`config.mk`:
```
export PLATFORM = sky130hd
export DESIGN_NAME = ws_psum_collector
export DESIGN_NICKNAME = d
export VERILOG_FILES = /design/src/rtl/ws_pkg.sv /design/src/rtl/ws_row_fifo.sv /design/src/rtl/ws_psum_collector.sv
export SDC_FILE = /design/constraint.sdc
export NUM_CORES = 2
export LEC_CHECK = 0
export CORE_MARGIN = 2
export CORE_UTILIZATION = 56
export CTS_BUF_LIST = sky130_fd_sc_hd__clkbuf_16
export CTS_CLUSTER_DIAMETER = 50
export CTS_CLUSTER_SIZE = 10
export DETAILED_ROUTE_END_ITERATION = 7
export PLACE_DENSITY = 0.84
export SYNTH_ARGS = -nofsm -noshare
export SYNTH_HDL_FRONTEND = slang
export SYNTH_HIERARCHICAL = 1
export SYNTH_SLANG_ARGS = --single-unit
```
`constraint.sdc`:
```
create_clock -name clk -period 20.8 [get_ports clk]
set_input_delay 4.16 -clock clk [delete_from_list [all_inputs] [get_ports clk]]
set_output_delay 4.16 -clock clk [all_outputs]
set_load 0.02 [all_outputs]
```
`src/rtl/ws_pkg.sv`:
```
// ============================================================================
// ws_pkg: shared widths, row types and sign extension for the psum collector
// Rev 1.0
// ============================================================================
`default_nettype none

package ws_pkg;

    localparam int D_W_DEF    = 8;
    localparam int N_DEF      = 4;
    localparam int ACC_W_DEF  = 32;
    localparam int ROWS_DEF   = 4;
    localparam int FIFO_D_DEF = 8;

    typedef logic signed [2*D_W_DEF-1:0]             psum_t;
    typedef logic signed [ACC_W_DEF-1:0]             acc_t;
    typedef logic signed [N_DEF-1:0][ACC_W_DEF-1:0]  acc_row_t;

    function automatic acc_t sext(input psum_t p);
        return acc_t'(p);
    endfunction

endpackage

`default_nettype wire

```
`src/rtl/ws_row_fifo.sv`:
```
// ============================================================================
// ws_row_fifo: first-word-fall-through row FIFO; a push into a full FIFO with no
// concurrent pop is dropped and flagged. Rev 1.0
// ============================================================================
`default_nettype none

module ws_row_fifo #(
    parameter  int W     = 128,
    parameter  int DEPTH = 8,
    localparam int AW    = (DEPTH > 1) ? $clog2(DEPTH) : 1,
    localparam int CW    = $clog2(DEPTH + 1)
) (
    input  logic          clk,
    input  logic          rst,
    input  logic          push_i,
    input  logic [W-1:0]  data_i,
    input  logic          pop_i,
    output logic [W-1:0]  data_o,
    output logic          empty_o,
    output logic [CW-1:0] count_o,
    output logic          drop_o
);

    logic [W-1:0]  mem_q [DEPTH];
    logic [AW-1:0] wr_ptr_q, rd_ptr_q;
    logic [CW-1:0] count_q;
    logic          full, do_pop, do_push;

    assign empty_o = (count_q == '0);
    assign full    = (count_q == CW'(DEPTH));
    assign do_pop  = pop_i & ~empty_o;
    // At full the write slot is the head being popped, so push+pop both succeed.
    assign do_push = push_i & (~full | do_pop);
    assign drop_o  = push_i & full & ~do_pop;
    assign count_o = count_q;
    assign data_o  = empty_o ? '0 : mem_q[rd_ptr_q];

    always_ff @(posedge clk or posedge rst) begin
        if (rst) begin
            wr_ptr_q <= '0;
            rd_ptr_q <= '0;
            count_q  <= '0;
        end else begin
            if (do_push) wr_ptr_q <= (wr_ptr_q == AW'(DEPTH-1)) ? '0 : wr_ptr_q + 1'b1;
            if (do_pop)  rd_ptr_q <= (rd_ptr_q == AW'(DEPTH-1)) ? '0 : rd_ptr_q + 1'b1;
            count_q <= count_q + CW'(do_push) - CW'(do_pop);
        end
    end

    always_ff @(posedge clk) begin
        if (do_push) mem_q[wr_ptr_q] <= data_i;
    end

endmodule

`default_nettype wire

```
`src/rtl/ws_psum_collector.sv`:
```
// ============================================================================
// ws_psum_collector: deskews systolic bottom-edge psums, accumulates K-tiles per
// row and queues finished rows with credit-based flow control. Rev 1.0
// ============================================================================
`default_nettype none

module ws_psum_collector
    import ws_pkg::*;
#(
    parameter int D_W    = D_W_DEF,
    parameter int N      = N_DEF,
    parameter int ACC_W  = ACC_W_DEF,
    parameter int ROWS   = ROWS_DEF,
    parameter int FIFO_D = FIFO_D_DEF
) (
    input  logic                       clk,
    input  logic                       rst,
    input  logic                       in_valid_i,
    input  logic                       in_first_i,
    input  logic                       in_last_i,
    input  logic [N-1:0][2*D_W-1:0]    in_sum_i,
    output logic                       in_ready_o,
    output logic                       out_valid_o,
    input  logic                       out_ready_i,
    output logic [N-1:0][ACC_W-1:0]    out_data_o,
    output logic                       overflow_o
);

    localparam int PW    = 2 * D_W;
    localparam int IDX_W = (ROWS > 1) ? $clog2(ROWS) : 1;
    localparam int CW    = $clog2(FIFO_D + 1);

    logic [N-1:0][PW-1:0]             aligned;
    logic [N-2:0]                     vld_dl_q, first_dl_q, last_dl_q;
    logic [ROWS-1:0][N-1:0][ACC_W-1:0] acc_q;
    logic [N-1:0][ACC_W-1:0]          row_d;
    logic [IDX_W-1:0]                 idx_q;
    logic                             overflow_q;
    logic                             a_valid, a_first, a_last;
    logic                             fifo_empty, fifo_drop;
    logic [CW-1:0]                    fifo_count;

    // Column c arrives c cycles after column 0, so it waits N-1-c cycles.
    for (genvar c = 0; c < N; c++) begin : g_col
        if (c == N - 1) begin : g_direct
            assign aligned[c] = in_sum_i[c];
        end else begin : g_delay
            localparam int DEP = N - 1 - c;
            logic [DEP-1:0][PW-1:0] sum_dl_q;
            always_ff @(posedge clk or posedge rst) begin
                if (rst) begin
                    sum_dl_q <= '0;
                end else begin
                    sum_dl_q[0] <= in_sum_i[c];
                    for (int k = 1; k < DEP; k++) sum_dl_q[k] <= sum_dl_q[k-1];
                end
            end
            assign aligned[c] = sum_dl_q[DEP-1];
        end
    end

    assign a_valid = vld_dl_q[N-2];
    assign a_first = first_dl_q[N-2];
    assign a_last  = last_dl_q[N-2];

    always_comb begin
        row_d = '0;
        for (int c = 0; c < N; c++) begin
            row_d[c] = a_first ? ACC_W'($signed(aligned[c]))
                               : acc_q[idx_q][c] + ACC_W'($signed(aligned[c]));
        end
    end

    always_ff @(posedge clk or posedge rst) begin
        if (rst) begin
            vld_dl_q   <= '0;
            first_dl_q <= '0;
            last_dl_q  <= '0;
            acc_q      <= '0;
            idx_q      <= '0;
            overflow_q <= 1'b0;
        end else begin
            vld_dl_q[0]   <= in_valid_i;
            first_dl_q[0] <= in_valid_i & in_first_i;
            last_dl_q[0]  <= in_valid_i & in_last_i;
            for (int k = 1; k < N - 1; k++) begin
                vld_dl_q[k]   <= vld_dl_q[k-1];
                first_dl_q[k] <= first_dl_q[k-1];
                last_dl_q[k]  <= last_dl_q[k-1];
            end
            if (a_valid) begin
                acc_q[idx_q] <= row_d;
                idx_q        <= (idx_q == IDX_W'(ROWS-1)) ? '0 : idx_q + 1'b1;
            end
            overflow_q <= overflow_q | fifo_drop;
        end
    end

    ws_row_fifo #(
        .W     (N * ACC_W),
        .DEPTH (FIFO_D)
    ) u_fifo (
        .clk     (clk),
        .rst     (rst),
        .push_i  (a_valid & a_last),
        .data_i  (row_d),
        .pop_i   (out_ready_i),
        .data_o  (out_data_o),
        .empty_o (fifo_empty),
        .count_o (fifo_count),
        .drop_o  (fifo_drop)
    );

    // Rows already in the deskew line hold a reserved FIFO slot.
    assign in_ready_o  = (FIFO_D - int'(fifo_count) - $countones(last_dl_q)) >= 1;
    assign out_valid_o = ~fifo_empty;
    assign overflow_o  = overflow_q;

endmodule

`default_nettype wire

```
==> summary.md <==
| Metric | Value |
|---|---|
| Status | `finished clean` |
| Mapped Nets | `4,976` |
| Routability Congestion | `0.8907` |
| Clock power frac | `20.2%` |
| Avg Cell Area, Syn | `14.92 um^2` |
| Crit Path Max Fanout | `45` |
| Top Family by Delay on Critical Path | `buffers and inverters` |
| Grt total ovfl | `0` |
| Sw power | `5.813 mW` |
| Final Hold Fails | `0` |
| YS warnings | `6` |
| Worst skew pair latency | `820 ps` |
| Cts repair resizes | `0` |
| Most frequent CP cell | `buf_4` |
| Core Area | `0.1256 mm^2` |
| Clk slew on worst S/H paths | `50 ps` |
| Max_slew headroom | `2.830%` |
| # DRC | `0` |
| Leakage power total | `30.96 nW` |
| Worst Max-Slew Pin Slew | `1448 ps` |
| Combinational share of power | `44.5%` |
| Unrepaired setup endpoints after global routing | `no` |
| Post-Syn Instances | `4,752` |
| Setup slack after layout | `11,780 ps` |
| VDD IR-drop max | `0.0001370 V` |
| Worst path slowest cell | `buf_4` |
| Sink Count | `1,654` |
| Starting Density | `56.45%` |
| Register bit total from synthesis | `1,654` |
| Commonest cells post-synth | `1,024 x edfxtp_1, 630 x dfrtp_1, 578 x nand2_1, 512 x o21ai_0, 369 x mux4_2` |
| Share of cells above drive strength 1 | `14.32%` |
| Buffers on Ports | `200` |
| GRT Resource Usage Total | `26.16%` |
| PwrDens | `187.4 mW/mm^2` |
| Initial antenna violation count | `6` |
| Hold Buf Count CTS | `0` |
| Detail Placement HPWL | `97.56 mm` |
| Most common cell in the netlist | `edfxtp_1` |
| Sequential area share after synthesis | `65.62%` |
| Crit path time final | `9020 ps` |
| Post-synth EDFFs | `1,024` |
| Fmax | `0.1109 GHz` |
| Root Driver | `clkbuf_16` |
| Netlist Area Pre-Place | `0.07088 mm^2` |
| CTS tree | `done` |
| Via/cell ratio | `6.306` |
| Worst hold margin | `343.1 ps` |
| Layout filler cell count | `8,458` |
| Area grow syn2layout | `13.03%` |
| Rows | `130` |
| First-pass GRT wire length | `259.9 mm` |
| CTS Buf Count | `193` |
| Nets@finish | `5,154` |
| DRT Pass-1 Iters | `6` |
| IO Pins | `201` |
| Switching share of power | `38.72%` |
| Die ar. | `0.1294 mm^2` |
| Critical Path RT | `16,640 ps` |
| Internal | `9.201 mW` |
| Initial DRC count | `4,572` |
| Die width | `359.8 um` |
| Setup bufs post-CTS | `0` |
| Async SR Flop Fraction | `38.09%` |
| Largest net degree at the start of global routing | `166` |
| Post-route cell area | `0.08012 mm^2` |
| Main area contributors after synthesis | `edfxtp_1 43%, dfrtp_1 22%, mux4_2 12%` |
| Final wirelength | `168.3 mm` |
| Max_cap viols | `0` |
| Worst slack, placed | `12,540 ps` |
| Post-synth top area share | `43.38%` |
| Final Slew Violations | `0` |
| Worst path bufs/invs | `3` |
| Clock Skew | `41.33 ps` |
| Vias | `42,548` |
| DR WL/cell | `24.95 um` |
| Dominant synthesized flop cell | `edfxtp_1` |
| Chip Height | `359.8 um` |
| CP startpoint kind | `flop` |
| Vias in the first global route | `43,949` |
| # H-tree levels | `4` |
| Sequential Power Share | `35.3%` |
| Max incr delay on CP | `830 ps` |
| Setup TNS Final | `0 ps` |
| Worst path cell trace | `buf_4, buf_4, mux4_2, a22o_1, clkdlybuf4s50_1` |
| Final period util | `43.37%` |
| Hold Path Class | `reg2reg` |
| Critical Path AT | `4860 ps` |
| Final setup violating endpoints | `0` |
| Crit Path Category | `reg2out` |
| Setup crit end kind | `output port` |
| Final ANT Viol Nets | `0` |
| Max clock buf depth | `3` |
| Area leader, netlist | `edfxtp_1` |
| Post-synthesis cell type count | `96` |
| Area of placed instances | `0.07432 mm^2` |
[cell families (layout without fill, tap and decap cells)]
kind of cell	Yosys count	count (layout)	share of synthesized area, %
flops	1654	1654	65.62
fa+ha+maj	154	154	2.792
simple gates	882	882	5.218
compound gates	1091	1091	9.634
mux	413	413	12.72
xor+xnor	108	108	1.334
buf+inv	450	789	2.683
other cells	0	6	0
[cell usage in the layout (no fill, tap or decap), types with 11 or more instances in the layout]
cell type / netlist / routed
o21ai_1: 14 / 14
nor2_1: 146 / 143
nand4_1: 20 / 20
o31ai_1: 11 / 11
xnor2_1: 64 / 64
a22o_1: 129 / 129
ha_1: 147 / 147
mux2_2: 12 / 12
mux4_1: 15 / 15
and2_1: 16 / 16
mux2i_1: 14 / 14
o21a_1: 19 / 19
o21bai_1: 17 / 17
inv_1: 173 / 295
edfxtp_1: 1024 / 1024
nand3_1: 22 / 22
xor2_1: 44 / 44
nand2_1: 578 / 574
o21ai_0: 512 / 512
clkbuf_16: 0 / 196
nor3_1: 23 / 20
clkdlybuf4s50_1: 0 / 200
a21o_1: 57 / 57
mux4_2: 369 / 369
a21oi_1: 151 / 151
a211oi_1: 19 / 19
dfrtp_1: 630 / 625
a21boi_0: 18 / 18
nand2b_1: 11 / 11
buf_4: 8 / 56
a31oi_1: 46 / 46
nor2b_1: 19 / 18
[sequential cells by signal, summed over array words and instances (netlist names), 2 cells and up]
name and flops:
g_col.g_delay.sum_dl_q 64, first_dl_q 3, u_fifo/rd_ptr_q 3, acc_q 512, aligned 32, u_fifo/count_o 4, vld_dl_q 3, idx_q 2
u_fifo/wr_ptr_q 3, last_dl_q 3, u_fifo/mem_q 1024
[final timing paths]
path,from,endpoint,slack [ps],depth (start not counted)
min in group asynchronous,rst,u_fifo/wr_ptr_q[2],3760,2
setup / recovery,u_fifo/rd_ptr_q[0],out_data_o[70],11780,5
hold / removal,g_col[0].g_delay.sum_dl_q[18],aligned[2],340,0
setup reg to reg,idx_q[1],u_fifo/mem_q[4][120],14870,15
max in group asynchronous,rst,g_col[0].g_delay.sum_dl_q[23],13850,5
hold reg to reg,g_col[0].g_delay.sum_dl_q[18],aligned[2],340,0
[worst register-to-register path, cell delays in order (launching register included)]
cell      delay [ps]
dfrtp_4          990
buf_4            780
mux4_2           610
ha_1             230
inv_1             90
fa_1             180
and2b_1          210
o21ai_2          210
a21oi_2          110
o41ai_2          400
o31a_1           250
o41ai_1          110
a21o_1           230
a221oi_2         270
mux2i_1          580
nand2_1          310
[routing by layer]
metal  GRT usage [%]  vias to the layer above  routed length (um)
met1           36.07                    21891               68280
met3           4.652                      360               12170
met2           42.55                     1877               83240
met5               0                        -                   0
met4           8.914                        0                4615
li1                -                    18420                   -
[through the flow]
step / cells / util, % / power (mW)
2_1_floorplan: 4752 / - / 9.853
3_3_place_gp: 6385 / 59.18 / 11.56
3_5_place_dp: 6385 / 59.18 / 11.86
4_1_cts: 6741 / 63.79 / 15.02
5_1_grt: 6743 / 63.80 / 15.82
6_report: 6747 / 63.80 / 15.01
[power by group through the flow]
stage	clock (mW)	sequential (mW)	combinational [mW]
after floorplan	0	5.19	4.66
after detailed placement	0	5.34	6.52
after global routing	3.21	5.36	7.24
after CTS	3.08	5.30	6.64
after global placement	0	5.28	6.27
final	3.04	5.30	6.68
[area by class of cell]
type	instances	area, um^2	area share (%)
clock inverter	160	883.3	1.103
inverter	173	655.6	0.8183
antenna	6	15.01	0.01874
tap	1650	2064	2.577
multi-input combinational	2648	22560	28.16
clock buffer	196	4905	6.122
timing repair buffer	260	2502	3.123
sequential	1654	46530	58.08
(Power assumes the default switching activity.)
